==> src/rtl/qwic51_pkg.sv <==
// qwic51_pkg: shared bus widths, arbiter state type, master ids and the round-robin pick helper.
package qwic51_pkg;
    localparam int CPU_DATA_WIDTH = 8;
    localparam int CPU_ADDR_WIDTH = 8;
    localparam int ARB_MAX_LOCK   = 16;
    localparam int ARB_M0         = 0;
    localparam int ARB_M1         = 1;

    typedef enum logic [1:0] {ARB_IDLE, ARB_OWN0, ARB_OWN1} arb_state_t;

    // last is the id of the master served most recently; it loses a tie
    function automatic arb_state_t arb_pick(logic req0, logic req1, logic last);
        return (req0 && req1) ? (last ? ARB_OWN0 : ARB_OWN1) :
               req0 ? ARB_OWN0 : req1 ? ARB_OWN1 : ARB_IDLE;
    endfunction
endpackage

==> src/rtl/cpu_arb_lock_timer.sv <==
// cpu_arb_lock_timer: counts consecutive owned cycles and flags a forced release at MAX_LOCK.
module cpu_arb_lock_timer #(
    parameter int MAX_LOCK = 16
) (
    input  logic clk,
    input  logic rst_n,
    input  logic own,
    input  logic change,
    input  logic other_req,
    output logic timeout
);
    localparam int CW = $clog2(MAX_LOCK + 1);

    logic [CW-1:0] cnt;

    // cnt holds completed owned cycles, so the current cycle is number cnt+1
    assign timeout = own && other_req && (cnt >= CW'(MAX_LOCK - 1));

    always_ff @(posedge clk or negedge rst_n) begin
        if (!rst_n)
            cnt <= '0;
        else
            cnt <= (!own || change) ? '0 : (cnt == CW'(MAX_LOCK)) ? cnt : cnt + 1'b1;
    end
endmodule

==> src/rtl/cpu_bus_arb.sv <==
// cpu_bus_arb: two-master round-robin arbiter for the qwic51 memory bus with locked ownership.
// Optional lock timeout enabled by defining CPU_BUS_ARB_LOCK_LIMIT_EN.
module cpu_bus_arb
    import qwic51_pkg::*;
#(
    parameter int DW       = CPU_DATA_WIDTH,
    parameter int AW       = CPU_ADDR_WIDTH,
    parameter int MAX_LOCK = ARB_MAX_LOCK
) (
    input  logic          CLK,
    input  logic          RESET_N,
    input  logic          M0_REQ,
    input  logic          M1_REQ,
    input  logic          M0_LOCK,
    input  logic          M1_LOCK,
    input  logic [AW-1:0] M0_ADDR,
    input  logic [AW-1:0] M1_ADDR,
    input  logic [DW-1:0] M0_WR_DATA,
    input  logic [DW-1:0] M1_WR_DATA,
    input  logic          M0_WR,
    input  logic          M1_WR,
    input  logic          M0_RD,
    input  logic          M1_RD,
    output logic          M0_GNT,
    output logic          M1_GNT,
    output logic [DW-1:0] M0_RD_DATA,
    output logic [DW-1:0] M1_RD_DATA,
    output logic          M0_RD_VALID,
    output logic          M1_RD_VALID,
    output logic [AW-1:0] MEM_ADDR,
    output logic [DW-1:0] MEM_WR_DATA,
    output logic          MEM_WR,
    output logic          MEM_RD,
    input  logic [DW-1:0] MEM_RD_DATA,
    output logic          LOCK_TO
);
    arb_state_t    state, nxt;
    logic          last, owned, own1, req, lock, wr, rd, other_req, xfer, rel, timeout;
    logic [DW-1:0] rd_data0, rd_data1;

    assign owned     = state != ARB_IDLE;
    assign own1      = state == ARB_OWN1;
    assign req       = own1 ? M1_REQ  : M0_REQ;
    assign lock      = own1 ? M1_LOCK : M0_LOCK;
    assign wr        = own1 ? M1_WR   : M0_WR;
    assign rd        = own1 ? M1_RD   : M0_RD;
    assign other_req = own1 ? M0_REQ  : M1_REQ;

    assign MEM_ADDR    = owned ? (own1 ? M1_ADDR : M0_ADDR) : '0;
    assign MEM_WR_DATA = owned ? (own1 ? M1_WR_DATA : M0_WR_DATA) : '0;
    assign MEM_WR      = owned && wr;
    assign MEM_RD      = owned && rd && !wr;

    assign xfer = owned && (wr || rd);
    assign rel  = owned && (!req || (xfer && !lock) || timeout);
    assign nxt  = (!owned || rel) ? arb_pick(M0_REQ, M1_REQ, last) : state;

    // Return data is forwarded in the valid cycle and then held in the register
    assign M0_RD_DATA = M0_RD_VALID ? MEM_RD_DATA : rd_data0;
    assign M1_RD_DATA = M1_RD_VALID ? MEM_RD_DATA : rd_data1;

    always_ff @(posedge CLK or negedge RESET_N) begin
        if (!RESET_N) begin
            state       <= ARB_IDLE;
            last        <= 1'(ARB_M1);
            M0_GNT      <= 1'b0;
            M1_GNT      <= 1'b0;
            M0_RD_VALID <= 1'b0;
            M1_RD_VALID <= 1'b0;
            rd_data0    <= '0;
            rd_data1    <= '0;
        end else begin
            state       <= nxt;
            M0_GNT      <= nxt == ARB_OWN0;
            M1_GNT      <= nxt == ARB_OWN1;
            if (nxt != ARB_IDLE)
                last <= nxt == ARB_OWN1;
            M0_RD_VALID <= MEM_RD && !own1;
            M1_RD_VALID <= MEM_RD && own1;
            rd_data0    <= M0_RD_DATA;
            rd_data1    <= M1_RD_DATA;
        end
    end

`ifdef CPU_BUS_ARB_LOCK_LIMIT_EN
    cpu_arb_lock_timer #(.MAX_LOCK(MAX_LOCK)) u_lock_timer (
        .clk       (CLK),
        .rst_n     (RESET_N),
        .own       (owned),
        .change    (nxt != state),
        .other_req (other_req),
        .timeout   (timeout)
    );

    always_ff @(posedge CLK or negedge RESET_N) begin
        if (!RESET_N)
            LOCK_TO <= 1'b0;
        else
            LOCK_TO <= timeout;
    end
`else
    assign timeout = 1'b0;
    assign LOCK_TO = 1'b0;
`endif
endmodule

==> config.mk <==
export PLATFORM = sky130hd
export DESIGN_NAME = cpu_bus_arb
export DESIGN_NICKNAME = d
export VERILOG_FILES = /design/src/rtl/qwic51_pkg.sv /design/src/rtl/cpu_arb_lock_timer.sv /design/src/rtl/cpu_bus_arb.sv
export SDC_FILE = /design/constraint.sdc
export NUM_CORES = 1
export LEC_CHECK = 0
export CAP_MARGIN = 15
export CORE_MARGIN = 10
export CORE_UTILIZATION = 36
export DETAILED_ROUTE_END_ITERATION = 6
export PLACE_DENSITY_LB_ADDON = 0.2
export REMOVE_ABC_BUFFERS = 1
export SLEW_MARGIN = 10
export SYNTH_ARGS = -nofsm -noshare
export SYNTH_HDL_FRONTEND = slang
export SYNTH_SLANG_ARGS = --single-unit
==> constraint.sdc <==
create_clock -name CLK -period 3.32 [get_ports CLK]
set_input_delay 0.664 -clock CLK [delete_from_list [all_inputs] [get_ports CLK]]
set_output_delay 0.664 -clock CLK [all_outputs]
set_load 0.01 [all_outputs]
# Word level (Yosys, flattened, before mapping)
# Cells that the tools add are included.
totals:
  ff_bits: 23
  in_bits: 50
  output_inout_bits: 39
  elab_cells: 45
op_classes:
  n_eq_ne: 3
  n_mux: 15
  reduce_logical: 19
op_table:
  columns: ["cell", "n"]
  rows:
  - ["two-way mux 8 bit", 6]
  - ["two-way mux 2 bit", 5]
  - ["logical AND 1 bit", 9]
  - ["logical NOT 1 bit", 5]
  - ["== test 2 bit, second input constant", 2]
  - ["two-way mux 1 bit", 4]
  - ["nonzero test 2 bit", 2]
  - ["logical OR 1 bit", 3]
  - ["== test 2 x 1 -> 1 bit, second input constant", 1]

# Longest topological paths before layout
depth:
  word_depth: 10
  ltp_mapped: 4

# Worst setup path before layout
# Ideal clock, no wire load.
synth_timing:
  path_type: "flip-flop to output port"
  from: "register state[1]"
  to: "output MEM_RD"
  arrival_time_ps: 1097
  t_required_ps: 2656
  path_slack_ps: 1559
  path_stages_with_launch: 5
  n_path_buf: 1
  cell_sequence: "dfrtp_1 -> nor2b_1 -> buf_6 -> and3b_1 -> or2_1"
synth_via:
  elab_chain_cells: 4
  elab_cells_between_ends: 7
  cone_classes: "eq/ne: 1; mux: 2; reduce/logical: 4"
synth_lines:
  columns: ["element", "line", "rtl"]
  rows:
  - ["from (decl)", "cpu_bus_arb.sv:37", "arb_state_t state, nxt;"]
  - ["from (signal assigned)", "cpu_bus_arb.sv:73", "state <= nxt;"]
  - ["== test 2 bit", "cpu_bus_arb.sv:42", "assign own1 = state == ARB_OWN1;"]
  - ["two-way mux 1 bit, on equally long branches", "cpu_bus_arb.sv:46, cpu_bus_arb.sv:45", null]
  - ["logical AND 1 bit or logical NOT 1 bit (tied branches)", "cpu_bus_arb.sv:52", "assign MEM_RD = owned && rd && !wr;"]
  - ["logical AND 1 bit (*)", "cpu_bus_arb.sv:52", null]
  - ["to (decl)", "cpu_bus_arb.sv:33", "output logic MEM_RD,"]
# Every way passes the cells marked *; elsewhere a longest branch is shown, timed or not.

# Worst setup path in the final report
layout_timing:
  from: "input M1_WR"
  to: "output MEM_RD"
layout_via:
  elab_chain_cells: 3
layout_lines:
  columns: ["element", "line", "rtl"]
  rows:
  - ["from (decl)", "cpu_bus_arb.sv:21", "input logic M1_WR,"]
  - ["two-way mux 1 bit", "cpu_bus_arb.sv:45", "assign wr = own1 ? M1_WR : M0_WR;"]
  - ["logical NOT 1 bit", "cpu_bus_arb.sv:52", null]
  - ["logical AND 1 bit", "cpu_bus_arb.sv:52", null]
# Every way passes these cells.

==> reports/metrics.cfg <==
[power_and_ir_drop]
intPower_uw=706
p_switching_uw=283
p_leak_nw=0.853
power.density_nw_per_um2=477
combPwrFrac_pct=49.3
swShare_pct=28.6
p_clk_share_pct=12.0
ir_drop_v=0.000209
p_seq_share_pct=38.7

[routing]
via_count=1065
drt_iter0_markers=23
antenna_left=0
avgRoutedWirePerCell_um=16.9
totalWireLength_mm=3.73
viasPerCell=4.82
first_pass_iters=3
drc=0

[finish]
final_nets=228
syn_to_final_growth_pct=79.3
fillers=253
antennaDiodeCount=0
post_route_cells_drive_above_1_share_pct=14.7

[grt]
grt_pass1_wl_mm=5.89
grt-ovfl-total=0
grtUsageTotal_pct=11.8
met1_usage_pct=12.9
grt_max_degree=25
grt_pass1_vias=1191
use_met3_pct=4.78
grt.busiest_layer=met2
antenna_found_initial=0
grt_util_met2_pct=21.6

[floorplan]
core-area_um2=3050
rows=20
pin_count=89
initial_core_util_pct=37.9
die_h_um=76.7
fp.dieW_um=76.7
die_area_um2=5880

[sta]
setup_tns_ps=0
fin_ws_ps=613
period_needed_ps=2710
fmax_mhz=369
fin_crit_sh_pct=81.5
tightest_slew_ps=982
slew_headroom_pct=34.3
finalSetupViolCount=0
maxSlewViolCount=0
hold_viol_final=0
fin_skew_ps=6.75
rsz0062_at_grt=false

[critical_path]
reg2reg_setup_slack_ps=1890
arrival_ps=2040
worstPathMaxFanout=3
r2r-start=state[0]
critPathLaunchType=primary input
critPathCaptureType=output pin
r2r_cells=4
criticalPathCategory=primary input to output pin
critPathRequiredTime_ps=2660
reg2reg_to=state[1]

[hold_path]
worstHoldStart=rd_data0[1]
hold_end=rd_data0[1]
hold_path_class=flop to flop
hold_path_depth=1

[place]
place_hpwl_mm=3.20
dpl_worst_slack_ps=602
gp_congestion=0.771
portBuffers=87

[cts]
hold_buffers=0
clk_path_buf_depth=2
ctsHtreeMaxLevel=1
clock_latency_ps=290
cts_setup_buffers=0
cts_tree=built
cts_made_buffers=3
cts.sinks=23
clock-root-buffer=clkbuf_4
clk_pin_slew_ps=110
ctsResizeCount=0

[logic_synthesis]
synth-compound-area-share_pct=21.4
synth_top_family_by_area=compound AO/OA/AOI/OAI gates
postSynthCellCount=91
ys_ff_latch=23
yosysSeqAreaShare_pct=49.9
synthSimpleGateAreaFrac_pct=8.44
synth.avg_cell_area_um2=12.7
synthXorXnorAreaFrac_pct=0
yosysWarnings=0
yosys.area_share.adder_pct=0
synth.mux.area_fraction_pct=15.6
syn_area_um2=1160
synth_cell_type_count=28

[status]
status=completed

[run]
cap_violations=0

[registers in the layout, indices dropped and copies added (netlist names)]
name	cells
last	1
rd_data1	8
M1_GNT	1
M0_GNT	1
M1_RD_VALID	1
rd_data0	8
state	2
M0_RD_VALID	1
[placed cells by master (no fill, tap or decap), drive strengths merged, types with 2 or more instances in the layout]
| cell | count |
|---|---|
| mux2 | 16 |
| or2 | 2 |
| nor2 | 4 |
| dfrtp | 22 |
| clkdlybuf4s50 | 87 |
| nand2 | 4 |
| a22o | 16 |
| clkbuf | 4 |
| o21ai | 3 |
| buf | 2 |
| o21ba | 2 |
[power by group through the flow]
stage          clock network [mW]  registers, mW  logic [mW]
6_report                    0.118          0.383       0.488
3_5_place_dp                    0          0.390       0.497
4_1_cts                     0.126          0.384       0.498
2_1_floorplan                   0          0.389       0.191
5_1_grt                     0.137          0.391       0.524
3_3_place_gp                    0          0.386       0.486
[worst max path at each step]
stage / from / end / slack (ps) / cells past startpoint
global placement: M1_WR / MEM_RD / 610 / 4
CTS: M1_WR / MEM_RD / 600 / 4
floorplan: state[0] / MEM_RD / 1040 / 3
detailed placement: M1_WR / MEM_RD / 600 / 4
global route: state[1] / MEM_RD / 500 / 5
finish: M1_WR / MEM_RD / 610 / 4
[cell usage after synthesis (all sizes together)]
| cell type | instances | area share [%] |
|---|---|---|
| a21boi | 1 | 0.65 |
| or2 | 2 | 1.3 |
| o2bb2ai | 1 | 0.76 |
| and3b | 1 | 0.76 |
| a41o | 1 | 0.87 |
| o21ba | 2 | 1.7 |
| or2b | 1 | 0.65 |
| o31ai | 1 | 0.65 |
| o22ai | 1 | 0.54 |
| o21a | 1 | 0.65 |
| nand2 | 4 | 1.3 |
| conb | 1 | 0.32 |
| o21ai | 3 | 1.3 |
| a32o | 1 | 0.87 |
| dfstp | 1 | 2.3 |
| dfrtp | 22 | 48 |
| nand3b | 1 | 1.7 |
| nor2 | 4 | 1.3 |
| mux2 | 16 | 16 |
| buf | 7 | 4.3 |
| a22o | 16 | 12 |
| nor4bb | 1 | 0.87 |
| nor2b | 1 | 0.54 |
| a311oi | 1 | 1.3 |
[worst max-delay path, cell delays in order]
cell             delay, ps
clkdlybuf4s50_1        490
and3b_1                190
or2_1                  200
clkdlybuf4s50_1        500
[logic make-up (layout without fill, tap and decap cells)]
kind of cell / count (synthesis) / in the layout
AOI/OAI and AO/OA: 29 / 29
DFF: 23 / 23
muxes: 16 / 16
and+or+nand+nor: 15 / 15
buffers and inverters: 7 / 93
other: 1 / 1
[metal layers]
metal | up-vias | routed length [µm]
li1 | 511 | -
met1 | 509 | 1520
met2 | 45 | 1910
met3 | 0 | 300
met4 | 0 | 0
met5 | - | 0
[cell type report]
type                            instances  area, µm²  area share (%)
Sequential cell                        23        577            27.8
Timing Repair Buffer                   89        886            42.7
Multi-Input combinational cell         61        529            25.5
Tap cell                               44       55.1            2.66
Clock buffer                            4       26.3            1.27
[through the flow]
stage	cell area [µm²]	instances	hold WS, ps	utilization (%)	total power, mW
after floorplan	1110	84	368	-	0.580
after global placement	2050	217	480	67.0	0.872
after detailed placement	2050	217	485	67.0	0.887
after CTS	2070	221	513	67.9	1.01
after global routing	2070	221	524	67.9	1.05
final	2070	221	506	67.9	0.989
Power figures use the tool's default switching activity.
